--- src/rtl/cpu_8bit.sv ---
// Multi-cycle 8-bit CPU: FETCH/DECODE/EXECUTE over a flat read-only program bus.
// Define CPU_CLKS_EN to build the 16-bit cycle counter; otherwise clks reads zero.
module cpu_8bit #(
  parameter int RAM_SIZE = 4
) (
  input  logic                    clk,
  input  logic                    reset,
  input  logic [RAM_SIZE*32-1:0]  ram,
  output logic [7:0]              flags,
  output logic [7:0]              al,
  output logic [7:0]              bl,
  output logic [7:0]              cl,
  output logic [7:0]              dl,
  output logic [31:0]             ir,
  output logic [15:0]             clks,
  output logic [7:0]              pc,
  output logic [1:0]              state
);

  typedef enum logic [1:0] {
    S_FETCH  = 2'd0,
    S_DECODE = 2'd1,
    S_EXEC   = 2'd2,
    S_HALT   = 2'd3
  } state_e;

  state_e          state_q, state_d;
  logic [3:0][7:0] rf_q, rf_d;
  logic [3:0]      fl_q, fl_d;
  logic [31:0]     ir_q, ir_d;
  logic [7:0]      pc_q, pc_d;

  logic [7:0]  op, imm, a, b, res;
  logic [1:0]  dst, src;
  logic [8:0]  sum9;
  logic [7:0]  dif;
  logic        add_of, sub_of;
  logic        wr, take;
  logic [3:0]  fl_n;
  logic [31:0] fetch_word;
  logic        unused_ir;

  assign op  = ir_q[31:24];
  assign dst = ir_q[17:16];
  assign src = ir_q[9:8];
  assign imm = ir_q[7:0];
  assign unused_ir = ^{ir_q[23:18], ir_q[15:10]};

  // Out-of-range pc matches no word and fetches a NOP.
  always_comb begin
    fetch_word = 32'h0;
    for (int i = 0; i < RAM_SIZE; i++) begin
      if (pc_q == 8'(i)) fetch_word = ram[i*32 +: 32];
    end
  end

  always_comb begin
    a = rf_q[dst];
    b = imm;
    if (op >= 8'h18 && op <= 8'h1C) b = rf_q[src];
    if (op == 8'h30 || op == 8'h31) b = 8'd1;
  end

  assign sum9   = {1'b0, a} + {1'b0, b};
  assign dif    = a - b;
  assign add_of = (a[7] == b[7]) && (sum9[7] != a[7]);
  assign sub_of = (a[7] != b[7]) && (dif[7] != a[7]);

  // fl_n layout: {OF, SF, ZF, CF}
  always_comb begin
    res  = a;
    wr   = 1'b0;
    take = 1'b0;
    fl_n = fl_q;
    case (op)
      8'h01: begin res = imm; wr = 1'b1; end
      8'h02: begin res = rf_q[src]; wr = 1'b1; end
      8'h10, 8'h18, 8'h30: begin
        res  = sum9[7:0];
        wr   = 1'b1;
        fl_n = {add_of, res[7], res == 8'h0, sum9[8]};
      end
      8'h11, 8'h19, 8'h31, 8'h1F: begin
        res  = dif;
        wr   = (op != 8'h1F);
        fl_n = {sub_of, res[7], res == 8'h0, a < b};
      end
      8'h12, 8'h1A: begin
        res  = a & b;
        wr   = 1'b1;
        fl_n = {1'b0, res[7], res == 8'h0, 1'b0};
      end
      8'h13, 8'h1B: begin
        res  = a | b;
        wr   = 1'b1;
        fl_n = {1'b0, res[7], res == 8'h0, 1'b0};
      end
      8'h14, 8'h1C: begin
        res  = a ^ b;
        wr   = 1'b1;
        fl_n = {1'b0, res[7], res == 8'h0, 1'b0};
      end
      8'h20: take = 1'b1;
      8'h21: take = fl_q[1];
      8'h22: take = !fl_q[1];
      8'h23: take = fl_q[0];
      8'h24: take = !fl_q[0];
      default: ;
    endcase
  end

  always_comb begin
    state_d = state_q;
    rf_d    = rf_q;
    fl_d    = fl_q;
    ir_d    = ir_q;
    pc_d    = pc_q;
    case (state_q)
      S_FETCH: begin
        ir_d    = fetch_word;
        state_d = S_DECODE;
      end
      S_DECODE: state_d = S_EXEC;
      S_EXEC: begin
        if (wr) rf_d[dst] = res;
        fl_d    = fl_n;
        pc_d    = take ? imm : pc_q + 8'd1;
        state_d = (op == 8'hFF) ? S_HALT : S_FETCH;
      end
      default: state_d = S_HALT;
    endcase
  end

  always_ff @(posedge clk or negedge reset) begin
    if (!reset) begin
      state_q <= S_FETCH;
      rf_q    <= '0;
      fl_q    <= '0;
      ir_q    <= '0;
      pc_q    <= '0;
    end else begin
      state_q <= state_d;
      rf_q    <= rf_d;
      fl_q    <= fl_d;
      ir_q    <= ir_d;
      pc_q    <= pc_d;
    end
  end

`ifdef CPU_CLKS_EN
  logic [15:0] clks_q, clks_d;

  assign clks_d = (state_q != S_HALT) ? clks_q + 16'd1 : clks_q;

  always_ff @(posedge clk or negedge reset) begin
    if (!reset) clks_q <= '0;
    else        clks_q <= clks_d;
  end

  assign clks = clks_q;
`else
  assign clks = 16'h0000;
`endif

  assign flags = {4'h0, fl_q};
  assign al    = rf_q[0];
  assign bl    = rf_q[1];
  assign cl    = rf_q[2];
  assign dl    = rf_q[3];
  assign ir    = ir_q;
  assign pc    = pc_q;
  assign state = state_q;

endmodule

--- config.mk ---
export PLATFORM = sky130hd
export DESIGN_NAME = cpu_8bit
export DESIGN_NICKNAME = d
export VERILOG_FILES = /design/src/rtl/cpu_8bit.sv
export SDC_FILE = /design/constraint.sdc
export NUM_CORES = 1
export LEC_CHECK = 0
export ABC_AREA = 1
export BUFFER_PORTS_ARGS = -buffer_cell sky130_fd_sc_hd__buf_2
export CAP_MARGIN = 0
export CORE_UTILIZATION = 30
export CTS_CLUSTER_DIAMETER = 40
export DETAILED_ROUTE_END_ITERATION = 10
export PLACE_DENSITY = 0.48
export SLEW_MARGIN = 20
export SYNTH_ARGS = -nofsm -noshare
export SYNTH_HDL_FRONTEND = slang
export SYNTH_SLANG_ARGS = --single-unit
--- constraint.sdc ---
create_clock -name clk -period 3.65 [get_ports clk]
set_clock_uncertainty 0.15 [all_clocks]
set_input_delay 0.365 -clock clk [delete_from_list [all_inputs] [get_ports clk]]
set_output_delay 0.365 -clock clk [all_outputs]
set_load 0.05 [all_outputs]
# --- Word level (Yosys, flattened, before mapping) ---
# Index checks and enable logic that the tools add are counted.
classes:
  add_sub_neg: 3
  magnitude_cmp: 6
  n_eq_ne: 31
  muxes: 20
  bitwise: 3
  reduce_logical: 23
op_table:
  columns: ["operator", "n"]
  rows:
  - ["32-bit 2-to-1 mux", 4]
  - ["8-bit by 5-bit equality test with 1-bit output (second input constant)", 11]
  - ["8-bit by 6-bit equality test with 1-bit output (second input constant)", 7]
  - ["8-bit case mux with 7 select lines", 1]
  - ["8-bit zero test", 6]
  - ["8-bit 2-to-1 mux", 6]
  - ["8-bit binary-select mux with 2-bit select", 2]
  - ["32-bit bitwise mux", 1]
  - ["8-bit by 2-bit equality test with 1-bit output (second input constant)", 3]
  - ["4-bit case mux with 5 select lines", 1]
  - ["8-bit demux with 2-bit select", 1]
  - ["8-bit by 1-bit equality test with 1-bit output (second input constant)", 2]
  - ["11-bit OR reduction", 1]
  - ["8-bit by 8-bit adder with 9-bit output", 1]
  - ["8-bit by 1-bit adder with 8-bit output (second input constant)", 1]
  - ["8-bit AND", 1]
  - ["8-bit equality test (second input constant)", 1]
  - ["8-bit by 5-bit >= comparator with 1-bit output (second input constant)", 1]
  - ["8-bit by 5-bit <= comparator with 1-bit output (second input constant)", 1]
  - ["8-bit less-than comparator", 1]
  - ["8-bit by 5-bit != test with 1-bit output (second input constant)", 1]
  - ["8-bit OR", 1]
  - ["8-bit subtractor", 1]
  - ["8-bit XOR", 1]
  - ["19 further kinds", 29]
totals:
  regBits: 78
  input_bits: 130
  out_inout_bits: 98
  elab_cells: 94

# --- Logic depth before layout (Yosys ltp) ---
depth:
  word_depth: 8
  depth_mapped: 24
  ltp_nobuf: 24

# --- Worst setup path after synthesis ---
# Ideal clock, no wire load.
synth_timing:
  kind: "register -> register"
  startpoint: "register ir_q[8], in the netlist ir[8]"
  endpoint: "register rf_q (netlist bit bl[7])"
  setup_time_ps: 118
  arrival_ps: 3234
  required_time_ps: 3382
  slack_ps: 148
  path_stages_with_launch: 23
  path_buffers: 2
  synth_period_minus_slack_ps: 3502
  cell_sequence: "dfrtp_1 > buf_2 > inv_1 > buf_2 > a21oi_1 > o21ai_0 > nand2_1 > nor2_1 > nor3_1 > inv_1 > ha_1 > nor2_1 > nand2_1 > nand2_1 > nand2_1 > nand2_1 > nand2_1 > nand3_1 > nand2_1 > nor2_1 > nand2_1 > nand2_1 > nand2_1"
synth_between:
  elab_chain_cells: 7
  word_cells_on_any_way: 11
  classes_between: "add/sub: 2; mux: 6; bitwise: 3"
synth_rtl:
  columns: ["element", "line_no", "source"]
  rows:
  - ["from (decl)", "30", "logic [31:0] ir_q, ir_d;"]
  - ["from (signal assigned)", "145", "ir_q <= ir_d;"]
  - ["8-bit binary-select mux with 2-bit select *", "60, 77", null]
  - ["8-bit 2-to-1 mux (not written as such) *", "60, 77", null]
  - ["8-bit 2-to-1 mux", "60", "if (op >= 8'h18 && op <= 8'h1C) b = rf_q[src];"]
  - ["8-bit 2-to-1 mux", "61", "if (op == 8'h30 || op == 8'h31) b = 8'd1;"]
  - ["8-bit subtractor, or another cell as far along", "65", "assign dif = a - b;"]
  - ["8-bit case mux with 7 select lines *", "75", "case (op)"]
  - ["32-bit bitwise mux *", "125", "if (wr) rf_d[dst] = res;"]
  - ["to (signal assigned)", "143", "rf_q <= rf_d;"]
  - ["to (decl)", "28", "logic [3:0][7:0] rf_q, rf_d;"]
# Every way passes the cells marked *; elsewhere a longest branch is shown, timed or not. The select of a mux whose other input is x is not followed.
# A chain may end at the register's enable or synchronous reset.

# --- Final worst setup path ---
layout_timing:
  startpoint: "register ir_q[31], in the netlist ir[31]"
  endpoint: "register rf_q (netlist bit cl[4])"
layout_between:
  elab_chain_cells: 7
  word_cells_on_any_way: 37
  classes_between: "add/sub: 2; order compare: 2; eq/ne: 16; mux: 5; bitwise: 3; reduce/logical: 9"
layout_rtl:
  columns: ["element", "line_no"]
  rows:
  - ["8-bit by 5-bit >= comparator with 1-bit output or 8-bit by 5-bit <= comparator with 1-bit output (tied branches)", "60"]
  - ["1-bit logical AND", "60"]
  - ["8-bit 2-to-1 mux", "60"]
  - ["8-bit 2-to-1 mux", "61"]
  - ["8-bit subtractor, or another cell as far along", "65"]
  - ["8-bit case mux with 7 select lines", "75"]
  - ["32-bit bitwise mux", "125"]
# Parallel ways exist; a longest one is shown, timed or not.

==> impl_metrics.toml <==
[run_status]
status = "complete, but fails checks"
failed_checks = "hold timing"

[timing]
worstMarginPinSlew_ps = 1010
finalCritPeriodShare_pct = 93.5
slew_headroom_pct = 32.3
setup_tns_ps = 0
slew_viol_final = 0
hold_viol_final = 1
max_freq_ghz = 0.293
worst_hold_slack_ps = -2.68
fin_crit_ps = 3410
setup_viol = 0

[synthesis]
yosysUniqueCellTypes = 46
netlist_instances = 1127
synth-edff-count = 0
ys_top_cells_by_area = "dfrtp_1, nand2_1, nand3_1, inv_1, a21oi_1"
synth_top_area_share_pct = 27.6
syn_avg_cell_area_um2 = 6.27
yosys.area.top_type = "dfrtp_1"
yosys_warnings = 0
ys.flop_type = "dfrtp_1"
synth_most_common_cell = "nand2_1"
async_flop_share_pct = 100
ys_ff_latch = 78
syn_area_um2 = 7060
yosysSeqAreaShare_pct = 27.6
synth_common_cells = "nand2_1, inv_1, nand3_1"

[finish]
drive_gt1_share_pct = 23.9
syn_to_final_growth_pct = 26.3
instances_no_fill = 1654
diodes = 0
fin_util_pct = 39.0
finalInstanceArea_um2 = 8920
nets = 1496

[power]
powerDensity_nw_per_um2 = 877
power.leakage_uw = 0.00491
ir_drop_mv = 0.358

[floorplanning]
rows = 55
fp.dieArea_um2 = 24200
io_pins = 228
coreArea_um2 = 22800
start_util_pct = 30.9
fp.dieW_um = 155
die_h_um = 155

[route]
vias_per_cell = 4.87
drtPass1Iterations = 5
route.detailed.drc = 0
vias = 8063
ant_nets = 0
drt_first_iter_violations = 567
wire_per_inst_um = 16.7
totalWireLength_mm = 27.6

[worst_setup_path]
cpMostUsedCell = "nand2_1"
arrival_ps = 3550
required_ps = 3780
end_kind = "flop"
worstSetupPathType = "reg2reg"
reg2reg_setup_slack_ps = 240
startpoint_type = "flop"
r2r-end = "cl[4]"
r2r_cells = 21
worst_path_max_delay_cell = "dfrtp_1"
critPathMaxStageDelay_ps = 420
timing.rr.start = "ir[31]"
crit_chain = "nor2_4 > nand3_1 > inv_1 > nor2_1 > nand2_2 > buf_4 > nor2_1 > nor3_2 > inv_1 > ha_1 > fa_1 > inv_1 > nand2_1 > nand2_1 > nand2_1 > xor2_2 > o21ai_1 > nor2_1 > nand2_1 > nand2_1 > nand2_1"
crit_fanout = 6

[grt]
grt_max_degree = 74
grt_overflow_total = 0
grt_pass1_wl_mm = 43.2
grt_pass1_vias = 7704
grt_util_all_layers_pct = 23.2
antenna_found_initial = 0

[clock_tree]
clock_path_buffers = 2
postCtsHoldBufs = 0
cts_tree = "yes"
clkTransAtPathRegs_ps = 70
htree_levels = 3
cts_buffers = 9
numClockSinks = 78
worstSkewPairLatency_ps = 360
cts_root_buffer = "clkbuf_16"

[hold_path]
hp-class = "in2async"

[flow_run]
maxCapViolations = 0

[placement]
dp_hpwl_mm = 21.4
place_area_um2 = 8450
gp_congestion = 0.942
placed_cells = 1636
port_buffers = 207
[cells in the final DEF, fill, tap and decap left out, types with 5 or more instances in the layout]
master	synthesis	layout
a21oi_1	71	69
a22oi_1	8	8
buf_2	10	206
buf_4	22	31
clkbuf_16	0	9
conb_1	1	20
dfrtp_1	78	76
ha_1	28	23
inv_1	133	133
inv_2	11	11
nand2_1	356	353
nand2_2	6	9
nand3_1	102	102
nand4_1	13	13
nor2_1	94	94
nor2_2	6	5
nor2_4	5	6
nor3_1	10	5
nor3_2	2	6
o211ai_1	15	15
o21ai_0	58	57
o21ai_1	23	24
o22ai_1	6	6
[routing by layer]
layer	vias up	global-route usage, %	part of all wire, %
li1	4007	-	-
met5	-	0	0
met1	3775	32.6	48
met3	34	3.57	5.1
met4	0	7.10	2.3
met2	247	36.5	45
[cell families after synthesis]
family	after synthesis	share of synthesized area [%]
other cells	1	0.0531
fa+ha+maj	30	5.53
simple gates	614	38.2
xor+xnor	6	0.744
flops	78	27.6
compound gates	194	15.3
buf+inv	204	12.5
[worst max-delay path, delay by kind of cell, from the launching register on]
family	cells	cell delay [ps]
AND/OR/NAND/NOR	13	1260
adder cells (fa/ha/maj)	2	630
buffers and inverters	4	450
flip-flops	1	420
AO/OA/AOI/OAI	1	240
XOR/XNOR	1	170
[power by group]
group          switching, uW  internal, uW
clock                    404           690
sequential               331          1110
combinational           3740          1540
[sequential cells by signal, summed over array words and instances (netlist names)]
signal / cells
state: 2
al: 8
dl: 8
ir: 32
fl_q: 4
cl: 8
bl: 8
pc: 8
[cell type report]
cell class	count	area, um^2
Fill cell	2562	13900
Multi-Input combinational cell	864	4400
Sequential cell	78	1950
Timing Repair Buffer	237	1260
Inverter	145	548
Tap cell	313	392
Clock buffer	11	243
Clock inverter	5	106
Timing Repair inverter	1	7.51
[timing repair]
item                                    in CTS  in global routing
endpoints found under the setup margin       0                 23
resized for setup                            0                 26
buffers inserted                             0                  1
[through the flow]
step / total power, uW / worst slack (ps)
2_1_floorplan: 4990 / 148
3_3_place_gp: 6560 / 210
3_5_place_dp: 6540 / 131
4_1_cts: 7660 / 95.0
5_1_grt: 8450 / -27.8
6_report: 7820 / 236
[how the worst max path moves through the flow]
stage | from | to | depth (start not counted)
2_1_floorplan | ir[8] | bl[7] | 22
3_3_place_gp | ir[31] | cl[7] | 21
3_5_place_dp | ir[31] | al[7] | 22
4_1_cts | ir[31] | al[7] | 22
5_1_grt | ir[31] | cl[4] | 21
6_report | ir[31] | cl[4] | 21
(Power assumes the default switching activity.)
